**src/rtl/line_path_sequencer.sv**
```systemverilog
// line_path_sequencer: drives endpoint pairs and a one-cycle set strobe into
// a line drawer. After an INIT line it runs a four-phase expand/collapse sweep
// between X_MIN and X_MAX. Each advance waits for the hold timer to saturate
// and for the drawer to be ready.
// Optional build macro: LINE_PATH_ERASE_EN. When it is defined, each advance
// first redraws the old line with colour=0 and then draws the new line with
// colour=1.
module line_path_sequencer #(
  parameter int X_W         = 10,
  parameter int Y_W         = 9,
  parameter int X_MIN       = 20,
  parameter int X_MAX       = 620,
  parameter int Y_TOP       = 20,
  parameter int Y_BOT       = 460,
  parameter int STEP        = 120,
  parameter int HOLD_CYCLES = 50000000,
  parameter int FRAME_W     = 8
) (
  input  logic               clk,
  input  logic               reset,
  input  logic               start,
  input  logic               stop,
  input  logic               loop,
  input  logic               drawer_ready,
  output logic [X_W-1:0]     x0,
  output logic [X_W-1:0]     x1,
  output logic [Y_W-1:0]     y0,
  output logic [Y_W-1:0]     y1,
  output logic               set,
  output logic               busy,
  output logic [2:0]         phase,
  output logic [FRAME_W-1:0] frame_count,
  output logic               colour
);

  localparam int TIMER_W = (HOLD_CYCLES > 1) ? $clog2(HOLD_CYCLES) : 1;
  localparam logic [TIMER_W-1:0] HOLD_LAST = TIMER_W'(HOLD_CYCLES - 1);
  localparam logic [X_W-1:0] X_MIN_V = X_W'(X_MIN);
  localparam logic [X_W-1:0] X_MAX_V = X_W'(X_MAX);

  generate
    if (STEP <= 0) begin : g_bad_step
      $error("line_path_sequencer: STEP must be greater than zero");
    end
    if (HOLD_CYCLES < 1) begin : g_bad_hold
      $error("line_path_sequencer: HOLD_CYCLES must be at least one");
    end
  endgenerate

  typedef enum logic [2:0] {
    S_IDLE = 3'd0,
    S_INIT = 3'd1,
    S_RUN0 = 3'd2,
    S_RUN1 = 3'd3,
    S_RUN2 = 3'd4,
    S_RUN3 = 3'd5
  } state_t;

  state_t             state_reg;
  logic [TIMER_W-1:0] timer_reg;
  logic [TIMER_W-1:0] timer_inc;
  logic [X_W-1:0]     x0_adv;
  logic [X_W-1:0]     x1_adv;
  logic               exit_now;
  logic               exit_go;
  logic               advance;

  // The sum uses one extra bit so that it cannot wrap before it is clamped to X_MAX.
  function automatic logic [X_W-1:0] step_up(input logic [X_W-1:0] x);
    logic [X_W:0] sum;
    sum = {1'b0, x} + (X_W+1)'(STEP);
    if (sum > (X_W+1)'(X_MAX)) return X_MAX_V;
    return sum[X_W-1:0];
  endfunction

  // The lower bound is checked before subtracting, so the result never underflows.
  function automatic logic [X_W-1:0] step_dn(input logic [X_W-1:0] x);
    if (int'({1'b0, x}) < X_MIN + STEP) return X_MIN_V;
    return x - X_W'(STEP);
  endfunction

  assign timer_inc = (timer_reg == HOLD_LAST) ? timer_reg : timer_reg + TIMER_W'(1);
  assign advance   = (timer_reg == HOLD_LAST) && drawer_ready;
  assign busy      = (state_reg != S_IDLE);
  assign phase     = state_reg;

  // Select the coordinate each phase moves. The phase exit is tested on the value already visible.
  always_comb begin
    x0_adv   = x0;
    x1_adv   = x1;
    exit_now = 1'b0;
    case (state_reg)
      S_RUN0: begin x1_adv = step_up(x1); exit_now = (x1 == X_MAX_V); end
      S_RUN1: begin x0_adv = step_up(x0); exit_now = (x0 == X_MAX_V); end
      S_RUN2: begin x1_adv = step_dn(x1); exit_now = (x1 == X_MIN_V); end
      S_RUN3: begin x0_adv = step_dn(x0); exit_now = (x0 == X_MIN_V); end
      default: ;
    endcase
  end

`ifdef LINE_PATH_ERASE_EN
  logic erase_pending_reg;
  assign exit_go = exit_now && !erase_pending_reg;
`else
  assign exit_go = exit_now;
`endif

  // Sequencer state, hold timer and all registered outputs.
  always_ff @(posedge clk or negedge reset) begin
    if (!reset) begin
      state_reg   <= S_IDLE;
      timer_reg   <= '0;
      x0          <= '0;
      x1          <= '0;
      y0          <= '0;
      y1          <= '0;
      set         <= 1'b0;
      frame_count <= '0;
      colour      <= 1'b1;
`ifdef LINE_PATH_ERASE_EN
      erase_pending_reg <= 1'b0;
`endif
    end else begin
      set <= 1'b0;
      if (state_reg == S_IDLE) begin
        if (start && !stop) begin
          state_reg <= S_INIT;
          x0        <= X_MIN_V;
          x1        <= X_MIN_V;
          y0        <= Y_W'(Y_TOP);
          y1        <= Y_W'(Y_BOT);
          set       <= 1'b1;
          colour    <= 1'b1;
          timer_reg <= '0;
        end
      end else if (stop) begin
        state_reg <= S_IDLE;
        colour    <= 1'b1;
`ifdef LINE_PATH_ERASE_EN
        erase_pending_reg <= 1'b0;
`endif
      end else if (state_reg == S_INIT) begin
        state_reg <= S_RUN0;
        timer_reg <= timer_inc;
      end else begin
        timer_reg <= timer_inc;
        if (exit_go) begin
          case (state_reg)
            S_RUN0: state_reg <= S_RUN1;
            S_RUN1: state_reg <= S_RUN2;
            S_RUN2: state_reg <= S_RUN3;
            default: begin
              frame_count <= frame_count + FRAME_W'(1);
              state_reg   <= loop ? S_RUN0 : S_IDLE;
            end
          endcase
`ifdef LINE_PATH_ERASE_EN
        end else if (!erase_pending_reg) begin
          if (advance) begin
            set               <= 1'b1;
            colour            <= 1'b0;
            erase_pending_reg <= 1'b1;
          end
        end else if (!set && drawer_ready) begin
          set               <= 1'b1;
          colour            <= 1'b1;
          erase_pending_reg <= 1'b0;
          timer_reg         <= '0;
          x0                <= x0_adv;
          x1                <= x1_adv;
        end
`else
        end else if (advance) begin
          set       <= 1'b1;
          timer_reg <= '0;
          x0        <= x0_adv;
          x1        <= x1_adv;
        end
`endif
      end
    end
  end

endmodule

```
**config.mk**
```make
export PLATFORM = sky130hd
export DESIGN_NAME = line_path_sequencer
export DESIGN_NICKNAME = d
export VERILOG_FILES = /design/src/rtl/line_path_sequencer.sv
export SDC_FILE = /design/constraint.sdc
export NUM_CORES = 1
export LEC_CHECK = 0
export ABC_AREA = 1
export BUFFER_PORTS_ARGS = -buffer_cell sky130_fd_sc_hd__buf_2
export CORE_AREA = 3 3 107 109
export DETAILED_ROUTE_END_ITERATION = 7
export DIE_AREA = 0 0 110 112
export GPL_TIMING_DRIVEN = 1
export SLEW_MARGIN = 40
export SYNTH_ARGS = -nofsm -noshare
export SYNTH_HDL_FRONTEND = slang
export SYNTH_SLANG_ARGS = --single-unit
```
**constraint.sdc**
```tcl
create_clock -name clk -period 3.7 [get_ports clk]
set_input_delay 0.555 -clock clk [delete_from_list [all_inputs] [get_ports clk]]
set_output_delay 0.555 -clock clk [all_outputs]
set_load 0.005 [all_outputs]
```
**After elaboration in Yosys (flattened, before gate mapping)**

Cells that the tools add are included.

- Bits of input ports: 6
- Flip-flop bits (word level): 61
- Logic and storage cells: 108
- Output and inout bits: 52

- Mux-type cells: 53
- Reductions and logical operators: 18
- Bitwise operators: 4
- Magnitude comparators: 4
- $add $sub $neg: 6
- Eq/ne operators: 14

Operators with widths:

| operator | count |
|---|---|
| $mux W10 | 19 |
| $mux W26 | 7 |
| $pmux W10 S2 | 2 |
| $add A26 B1 Y26 const B | 1 |
| $eq A26 B26 Y1 const B | 1 |
| $add A10 B7 Y11 const B | 2 |
| $gt A11 B10 Y1 const B | 2 |
| $eq A10 B10 Y1 const B | 2 |
| $eq A10 B5 Y1 const B | 2 |
| $lt A10 B8 Y1 const B | 2 |
| $sub A10 B7 Y10 const B | 2 |
| $mux W1 | 17 |
| $mux W3 | 5 |
| $reduce_and A6 Y1 | 2 |
| $pmux W3 S3 | 1 |
| $reduce_bool A3 Y1 | 3 |
| $add A8 B1 Y8 const B | 1 |
| $reduce_and A2 Y1 | 4 |
| $eq A3 B2 Y1 const B | 2 |
| $eq A3 B3 Y1 const B | 2 |
| $ne A2 B1 Y1 const B | 3 |
| $reduce_and A5 Y1 | 1 |
| $not A1 Y1 | 4 |
| $pmux W1 S4 | 1 |
| other kinds (9) | 11 |

**Logic depth before layout (Yosys ltp)**

Gate-level depths: netlist (run 1).

- Depth after elaboration: 11
- Depth in mapped cells: 14
- Mapped depth without buffers: 14

**Worst setup path after synthesis (run 1)**

OpenSTA, ideal clock, no wires.

- Path kind: reg-to-reg
- Start point: register timer_reg[0]
- End point: register timer_reg[20]
- Cell stages (with the launch flop): 13
- Buffers on the path: 0
- Arrival time: 1.613 ns
- Clock period less this slack: 1.732 ns
- Data required time: 3.581 ns
- Setup slack: 1.968 ns
- Library setup time: 0.119 ns
- Cell sequence: dfrtp_1 ha_1 nand2_1 inv_1 nand2_1 nor2_1 nand2_1 inv_1 nor2_4 inv_2 nor2_1 xor2_1 nor2_2

- Cells in the longest elaborated chain, start to end: 7
- Elaborated cells on any way between the ends: 9
- Classes of those cells: 1 x add/sub; 1 x eq/ne; 6 x mux; 1 x reduce/logical

RTL lines:

| item | line | RTL |
|---|---|---|
| start: declaration | 60 | `logic [TIMER_W-1:0] timer_reg;` |
| start signal: assignment | 144 | `timer_reg <= timer_inc;` |
| start signal: assignment | 146 | `timer_reg <= timer_inc;` |
| $add A26 B1 Y26 / $eq A26 B26 Y1 (equally long branches) | 82, 83 |  |
| $mux W26 / $logic_and A1 B1 Y1 (equally long branches) | 82, 83 |  |
| $mux W26 | 173 | `end else if (advance) begin` |
| $mux W26 | 147 | `if (exit_go) begin` |
| $mux W26 * | 142 | `end else if (state_reg == S_INIT) begin` |
| $mux W26 * | 136 | `end else if (stop) begin` |
| $mux W26 * | 125 | `if (state_reg == S_IDLE) begin` |

Mark *: on every way between the ends. The rest lies on a longest branch, timed or not. The select of a mux whose other input is x is not followed.
A chain may end at the register's enable or synchronous reset.

**Worst setup path in the final report (run 1)**

- Start point: register state_reg[2] (netlist: phase[2])
- End point: register timer_reg[20]

- Cells in the longest elaborated chain, start to end: 6
- Elaborated cells on any way between the ends: 14
- Classes of those cells: 7 x eq/ne; 5 x mux; 2 x reduce/logical

RTL lines:

| item | line | RTL |
|---|---|---|
| start: declaration | 59 | `state_t state_reg;` |
| start signal: assignment | 154 | `state_reg <= loop ? S_RUN0 : S_IDLE;` |
| $eq A3 B3 Y1 / $eq A3 B2 Y1 (equally long branches) | 92 | `case (state_reg)` |
| $pmux W1 S4 | 92 |  |
| $mux W26 | 147 |  |
| $mux W26 | 142 |  |
| $mux W26 | 136 |  |
| $mux W26 | 125 |  |

Parallel ways exist; a longest one is shown, timed or not. The select of a mux whose other input is x is not followed.

==> results.md, run 1 <==
| Item | This run |
| --- | --- |
| R2r endpoint | timer_reg[20]$_DFFE_PN0P_ |
| Internal cell power | 1320 uW |
| Area Overhead vs Synth | 6.73% |
| Die span in x | 110 microns |
| Category of the most critical setup path | reg2reg |
| Seq cells post-synth | 55 |
| Vias in the first global route | 3,667 |
| Largest net degree at the start of global routing | 37 |
| Overall via count from detail_route | 3,883 |
| Placement Cell Area | 4390 sq um |
| Leakage power | 0.00234 uW |
| Worst min path class | in2async |
| Maximum achievable frequency | 0.434 GHz |
| Proportion of total power due to net switching | 0.496 |
| DR WL met2 | 4990 microns |
| Total CTS buffers | 5 |
| CP endpoint kind | flip-flop |
| Status | finished clean |
| Fraction of synthesis flops using an asynchronous set or reset pin | 1.00 |
| Remaining DRCs | 0 |
| Leading register cell type out of synthesis | sky130_fd_sc_hd__dfrtp_1 |
| Port Buf Inserts | 41 |
| Setup TNS after final layout | 0 ps |
| Worst IR drop on VDD | 0.000219 V |
| Post-cts resize count | 0 |
| Category of the worst setup path launch point | flip-flop |
| Sequential Power Share | 0.351 |
| Final GP Congestion | 0.910 |
| Routed vias/inst | 4.91 |
| Unrepaired setup endpoints after global routing | no |
| Met1 routed wirelength after detailed routing | 4790 microns |
| Final Setup Violations | 0 |
| Final antenna diode count | 0 |
| Pin slew with the least headroom to its limit | 507 ps |
| Placed wire-length estimate | 8040 microns |
| Sink Count | 55 |
| GR Overflow Total | 0 |
| Synthesized area per cell | 6.75 sq um |
| Cell area after technology mapping | 4200 sq um |
| Max-slew headroom | 0.662 |
| Iter 0 DRT Violations | 257 |
| Commonest cells post-synth | sky130_fd_sc_hd__nand2_1 (172), sky130_fd_sc_hd__inv_1 (77), sky130_fd_sc_hd__nor2_1 (74), sky130_fd_sc_hd__dfrtp_1 (55), sky130_fd_sc_hd__nand3_1 (43) |
| # rows | 38 |
| CTS tree | done |
| Die footprint | 12,300 sq um |
| Final Hold Fails | 0 |
| Reg clk slew, reported paths | 110 ps |
| Detail-routed net length per standard cell | 13.2 microns |
| Cell at the root of the clock tree | sky130_fd_sc_hd__clkbuf_8 |
| Final critical path time including I/O delays and setup | 2300 ps |
| Starting density of the core | 0.393 |
| Combinational Power Share | 0.513 |
| Chip height | 112 microns |
| Pins over their slew limit | 0 |
| Slack of the worst reg-to-reg path | 1400 ps |
| Global-route wire length before repair | 17,600 microns |
| Crit path arrival time | 2510 ps |
| Number of enable-type register cells in the synthesized netlist | 0 |
| Final routed wirelength across all metal layers | 10,400 microns |
| Remaining antenna violation count | 0 |
| Power Dens Cells | 581 nW/um^2 |
| Proportion of synthesized chip area in sequential cells | 0.327 |
| Portion of synthesized cell area occupied by the leading cell type | 0.327 |
| # nets final | 664 |
| Final standard cell area without fillers | 4490 sq um |
| Switching power total | 1290 uW |
| Post-synthesis instance total | 623 |
| Start of the worst register-to-register path | phase[2]$_DFFE_PN0P_ |
| Warning count from the yosys run | 0 |
| Hold-fix buffer count after cts | 0 |
| Number of cells traversed by the worst register-to-register path | 10 |
| Global-route total usage across every layer | 0.175 |
| Leading area contributor after synthesis | sky130_fd_sc_hd__dfrtp_1 |
| Number of antenna violations at the first check in global routing | 0 |
| Buffers inserted during post-CTS setup optimization | 0 |
| H-Tree Level Count | 2 |
| Period utilisation layout | 0.623 |
| Number of inserted filler cells in the final layout | 1,153 |
| Clock network fraction of total power | 0.136 |
| Largest register FFs | 26 |
| Routed length on met3 | 516 microns |
| Required time of the worst setup path | 3910 ps |
| Crit path max fanout | 13 |
| Clock Path Buffers | 2 |
| Most frequent cell after synthesis | sky130_fd_sc_hd__nand2_1 |
| Distinct cells, synth | 33 |
| Fraction of final layout cells with drive strength greater than 1 | 0.132 |
| First-pass iteration count of the detailed router | 5 |
| Top Ports | 58 |
| Clk_lat worst skew | 310 ps |
| Leading post-synthesis cells by cell area | sky130_fd_sc_hd__dfrtp_1 (33%), sky130_fd_sc_hd__nand2_1 (15%), sky130_fd_sc_hd__inv_1 (6.9%) |
| Core area | 10,700 sq um |
| Uppermost layer routed | met4 |
| Worst clock skew on the final layout | 12.5 ps |
| Max-capacitance violation count | 0 |
## power groups by stage
| stage | combinational (uW) | clock [uW] | sequential, uW |
|---|---|---|---|
| CTS | 1350 | 365 | 914 |
| floorplan | 1120 | 0 | 838 |
| detailed placement | 1340 | 0 | 925 |
| finish | 1340 | 354 | 916 |
| global placement | 1330 | 0 | 924 |
| global route | 1530 | 389 | 943 |
## how the worst max path moves through the flow
stage	start	to	slack [ps]	cells past startpoint
3_5_place_dp	phase[2]$_DFFE_PN0P_	timer_reg[20]$_DFFE_PN0P_	1430	10
2_1_floorplan	timer_reg[0]$_DFFE_PN0P_	timer_reg[20]$_DFFE_PN0P_	1970	12
3_3_place_gp	phase[2]$_DFFE_PN0P_	timer_reg[20]$_DFFE_PN0P_	1520	10
6_report	phase[2]$_DFFE_PN0P_	timer_reg[20]$_DFFE_PN0P_	1400	10
4_1_cts	phase[2]$_DFFE_PN0P_	timer_reg[20]$_DFFE_PN0P_	1420	10
5_1_grt	phase[2]$_DFFE_PN0P_	timer_reg[20]$_DFFE_PN0P_	1190	10
## logic make-up after synthesis
logic type,after synthesis,synth area share
xor+xnor,35,0.0729
compound gates,55,0.0723
flops,55,0.327
simple gates,349,0.366
other cells,2,0.00179
fa+ha+maj,8,0.0238
buf+inv,119,0.136
## worst max-delay path: stages, from the launching register on
cell and delay, ps:
sky130_fd_sc_hd__dfrtp_1 620, sky130_fd_sc_hd__inv_1 190, sky130_fd_sc_hd__nand2_4 200, sky130_fd_sc_hd__nand2_1 130
sky130_fd_sc_hd__nand2_2 250, sky130_fd_sc_hd__inv_2 120, sky130_fd_sc_hd__nor2_4 250, sky130_fd_sc_hd__inv_2 90
sky130_fd_sc_hd__nor2_1 120, sky130_fd_sc_hd__xor2_1 190, sky130_fd_sc_hd__nor2_2 40
## final cells by class
class,count,area [sq um],area share
timing repair buffer,42,215,0.0480
multi-input combinational,463,2310,0.515
clock buffer,5,68.8,0.0153
inverter,83,317,0.0706
sequential,55,1380,0.307
clock inverter,3,25.0,0.00558
tap,140,175,0.0390
## metrics by stage
step | util | total power, uW | worst slack, ps | cells | hold slack [ps]
finish | 0.419 | 2610 | 1400 | 791 | 191
global route | 0.419 | 2860 | 1190 | 791 | 231
CTS | 0.419 | 2630 | 1420 | 791 | 218
detailed placement | 0.411 | 2270 | 1430 | 783 | 463
global placement | 0.410 | 2260 | 1520 | 783 | 449
floorplan | - | 1960 | 1970 | 637 | 259
## cells in the final DEF, fill, tap and decap left out, types with 6 or more instances in the layout
master and instances:
sky130_fd_sc_hd__nand2_1 172, sky130_fd_sc_hd__a21oi_1 16, sky130_fd_sc_hd__xor2_1 32, sky130_fd_sc_hd__dfrtp_1 55, sky130_fd_sc_hd__buf_2 40, sky130_fd_sc_hd__inv_1 77, sky130_fd_sc_hd__nand4_1 16, sky130_fd_sc_hd__ha_1 8
sky130_fd_sc_hd__o21ai_0 24, sky130_fd_sc_hd__nor3_1 13, sky130_fd_sc_hd__conb_1 16, sky130_fd_sc_hd__nor2_1 74, sky130_fd_sc_hd__nand2_2 6, sky130_fd_sc_hd__nor2_2 12, sky130_fd_sc_hd__nand3_1 43
## per-layer routing
layer | global-route usage | vias to the layer above
met5 | 0 | -
met4 | 0.0349 | 0
met3 | 0.0220 | 10
met2 | 0.294 | 126
met1 | 0.240 | 1787
li1 | - | 1960
Power figures use the tool's default switching activity.
==> run 2: changes to the inputs <==
--- a/config.mk
+++ b/config.mk
@@ -5,7 +5,7 @@
 export SDC_FILE = /design/constraint.sdc
 export NUM_CORES = 1
 export LEC_CHECK = 0
-export ABC_AREA = 1
+export ABC_AREA = 0
 export BUFFER_PORTS_ARGS = -buffer_cell sky130_fd_sc_hd__buf_2
 export CORE_AREA = 3 3 107 109
 export DETAILED_ROUTE_END_ITERATION = 7
==> constraint.sdc (replaced) <==
create_clock -name clk -period 2 [get_ports clk]
set_input_delay 0.3 -clock clk [delete_from_list [all_inputs] [get_ports clk]]
set_output_delay 0.3 -clock clk [all_outputs]
set_load 0.005 [all_outputs]
==> run 2 against run 1 <==
  * The flow now finishes with violations (negative setup slack)
  * Synthesized cell count down 17%
  * Critical path depth shrank 2
  * Utilization is 18 points higher
  * Power is 67% higher
  * Global-route usage is 4.6 points higher
  * Worst setup slack got worse by 1700 ps
  * Critical path type unchanged
==> results.md, run 2 <==
| Item | This run | Change |
| --- | --- | --- |
| Total CTS buffers | 5 | unchanged |
| Worst IR drop on VDD | 0.000475 V | +120% |
| Pin slew with the least headroom to its limit | 529 ps | +22.6 ps |
| Cell area after technology mapping | 4170 sq um | -0.71% |
| Remaining antenna violation count | 0 | unchanged |
| Largest register FFs | 26 | unchanged |
| Final routed wirelength across all metal layers | 13,400 microns | +28% |
| Fraction of the mapped netlist area in adder cells | 0.0240 | +0.000171 |
| Max-slew headroom | 0.646 | -0.0163 |
| Leakage power | 0.00282 uW | +20% |
| Xor and xnor fraction of the mapped netlist area | 0.0315 | -0.0414 |
| Maximum achievable frequency | 0.439 GHz | +1.2% |
| Number of antenna violations at the first check in global routing | 0 | unchanged |
| Number of enable-type register cells in the synthesized netlist | 0 | unchanged |
| Dominant combinational cell family by area after synthesis | simple AND/OR/NAND/NOR gates |  |
| CP endpoint kind | flip-flop |  |
| # nets final | 703 | +5.9% |
| Final standard cell count with taps included and fillers excluded | 830 | +4.9% |
| Core area | 10,700 sq um | unchanged |
| Leading register cell type out of synthesis | sky130_fd_sc_hd__dfrtp_1 |  |
| Synthesized area per cell | 8.12 sq um | +20% |
| Status | finished with violations |  |
| Utilization of the core after routing | 0.601 | +0.182 |
| Beginning of the critical path | phase[1]$_DFFE_PN0P_ |  |
| Leading area contributor after synthesis | sky130_fd_sc_hd__dfrtp_1 |  |
| Final Hold Fails | 0 | unchanged |
| Overall via count from detail_route | 4,563 | +18% |
| Crit path max fanout | 5 | -8 |
| Global-route wire length before repair | 22,200 microns | +26% |
| Commonest cells post-synth | sky130_fd_sc_hd__nand2_1 (58), sky130_fd_sc_hd__dfrtp_1 (55), sky130_fd_sc_hd__nor2_1 (46), sky130_fd_sc_hd__o21ai_0 (38), sky130_fd_sc_hd__a21oi_1 (29) |  |
| Die footprint | 12,300 sq um | unchanged |
| Worst min path class | in2reg |  |
| Delay of the slowest cell on the worst path | 470 ps | -150 ps |
| Clock Path Buffers | 2 | unchanged |
| Leading post-synthesis cells by cell area | sky130_fd_sc_hd__dfrtp_1 (33%), sky130_fd_sc_hd__nand2_1 (5.2%), sky130_fd_sc_hd__o21ai_0 (4.6%) |  |
| Final WS setup | -277 ps | -1670 ps |
| Start of the worst register-to-register path | phase[1]$_DFFE_PN0P_ |  |
| Area Overhead vs Synth | 54.0% |  |
| Violated checks | negative setup slack |  |
| Sink Count | 55 | unchanged |
| Fraction of synthesis flops using an asynchronous set or reset pin | 1.00 | unchanged |
| Routed vias/inst | 5.50 | +12% |
| Vias in the first global route | 4,568 | +25% |
| Starting density of the core | 0.390 | -0.00281 |
| Unrepaired setup endpoints after global routing | yes |  |
| Final critical path time including I/O delays and setup | 2280 ps | -26.3 ps |
| Category of the most critical setup path | reg2reg |  |
| Placed wire-length estimate | 9530 microns | +19% |
| Critical-path cell list | or3b_4 -> nand4_4 -> a2111oi_4 -> buf_4 -> or2_4 -> or4_4 -> a21oi_2 -> o22ai_1 |  |
| Proportion of synthesized chip area in sequential cells | 0.330 | +0.00236 |
| Warning count from the yosys run | 0 | unchanged |
| Distinct cells, synth | 79 | +140% |
| Port Buf Inserts | 41 | unchanged |
| Fraction of final layout cells with drive strength greater than 1 | 0.506 | +0.374 |
| Period utilisation layout | 1.14 | +0.516 |
| Worst clock skew on the final layout | 12.8 ps | +0.306 ps |
| Detail-routed net length per standard cell | 16.1 microns | +22% |
| Reg clk slew, reported paths | 110 ps | about the same |
| Final Setup Violations | 48 | +48 |
| Multiplexer share of the synthesized area | 0.00989 | +0.00989 |
| Simple-gate portion of the synthesized area | 0.289 | -0.0771 |
| Largest net degree at the start of global routing | 21 | -43% |
| Max-capacitance violation count | 0 | unchanged |
| Iter 0 DRT Violations | 291 | +13% |
| Final GP Congestion | 0.863 | -5.2% |
| Post-synthesis instance total | 514 | -17% |
| GR Overflow Total | 0 | unchanged |
| Pins over their slew limit | 0 | unchanged |
| Die span in x | 110 microns | unchanged |
| Most frequent standard cell in the layout excluding fill and tap cells | sky130_fd_sc_hd__buf_4 |  |
| Start point of the worst hold path | loop |  |
| Instance count after placement with tap cells included | 794 | +1.4% |
| Remaining DRCs | 0 | unchanged |
| Chip height | 112 microns | unchanged |
| Category of the worst setup path launch point | flip-flop |  |
| Clk_lat worst skew | 330 ps | +20 ps |
| First-pass iteration count of the detailed router | 5 | unchanged |
| Seq cells post-synth | 55 | unchanged |
| Final antenna diode count | 0 | unchanged |
| H-Tree Level Count | 2 | unchanged |
| CTS tree | done |  |
| Placement Cell Area | 5590 sq um | +27% |
| Share of the synthesized area in compound gates (AO/OA/AOI/OAI) | 0.224 | +0.151 |
| Required time of the worst setup path | 2220 ps | -1690 ps |
| Crit path arrival time | 2500 ps | about the same |
| Global-route total usage across every layer | 0.221 | +0.0460 |
| Commonest cells after routing, fill and taps aside | sky130_fd_sc_hd__buf_4 (135), sky130_fd_sc_hd__nand2_1 (48), sky130_fd_sc_hd__dfrtp_1 (48) |  |
| Most frequent cell after synthesis | sky130_fd_sc_hd__nand2_1 |  |
| Cell at the root of the clock tree | sky130_fd_sc_hd__clkbuf_8 |  |
| Top Ports | 58 | unchanged |
| Final standard cell area without fillers | 6430 sq um | +43% |
| # rows | 38 | unchanged |
| Power Dens Cells | 679 nW/um^2 | +17% |
| Critical Path Slowest Stage Cell | sky130_fd_sc_hd__or4_4 |  |
| Portion of synthesized cell area occupied by the leading cell type | 0.330 | +0.00236 |
==> run 2: report_power, final <==
group	total [uW]	internal, uW	leakage, uW	switching, uW
registers	1340	1210	0.000724	133
logic	2330	1170	0.00205	1160
clock network	691	286	0.0000484	405
total	4360	2670	0.00282	1700
==> run 2: kinds of logic after synthesis <==
kind of cell | count (synthesis)
simple gates | 226
compound gates | 137
buf+inv | 67
flops | 55
xor+xnor | 15
fa+ha+maj | 8
mux | 4
other cells | 2
==> run 2: what timing repair did <==
item,4_1_cts,5_1_grt
endpoints found under the setup margin,55,55
hold buffers,1,0
gates resized for setup,85,55
gates cloned,2,0
buffers inserted,15,14
pin swaps,40,37
endpoints found under the hold margin,18,0
==> run 2: layout make-up <==
cell class,count,area (sq um)
clock buffer,7,86.3
clock inverter,1,8.76
fill,919,4270
inverter,16,67.6
multi-input combinational,407,3140
sequential,55,1390
tap,140,175
timing repair buffer,204,1570
==> run 2: through the flow <==
stage | hold WS (ps) | setup slack, ps | power [uW] | setup TNS [ps]
after floorplan | 4.41 | -325 | 2450 | -7130
after global placement | 298 | -326 | 3220 | -10280
after detailed placement | 304 | -351 | 3260 | -12020
after CTS | 256 | -275 | 4220 | -7340
after global routing | 278 | -401 | 4630 | -13490
final | 256 | -277 | 4360 | -7410
==> run 2: final timing paths <==
| path | to | slack, ps | cells past startpoint |
|---|---|---|---|
| min in group asynchronous | x1[5]$_DFFE_PN0P_ | 470 | 2 |
| max in group asynchronous | timer_reg[14]$_DFFE_PN0P_ | 860 | 3 |
| worst max register to register | x1[9]$_DFFE_PN0P_ | -280 | 8 |
| worst min-delay path | phase[1]$_DFFE_PN0P_ | 260 | 3 |
| worst max-delay path | x1[9]$_DFFE_PN0P_ | -280 | 8 |
| worst min register to register | frame_count[7]$_DFFE_PN0P_ | 470 | 1 |
==> run 2: critical path, delay by kind of cell, from the launching register on <==
family	cells	cell delay, ps
AOI/OAI and AO/OA	3	300
buffers and inverters	1	170
and+or+nand+nor	4	1230
DFF	1	460
==> run 2: per-layer routing <==
layer | global-route usage | wire (microns) | vias to the layer above
li1 | - | - | 2187
met4 | 0.0532 | 195 | 0
met5 | 0 | 0 | -
met2 | 0.394 | 7090 | 108
met1 | 0.276 | 5560 | 2247
met3 | 0.0319 | 525 | 21
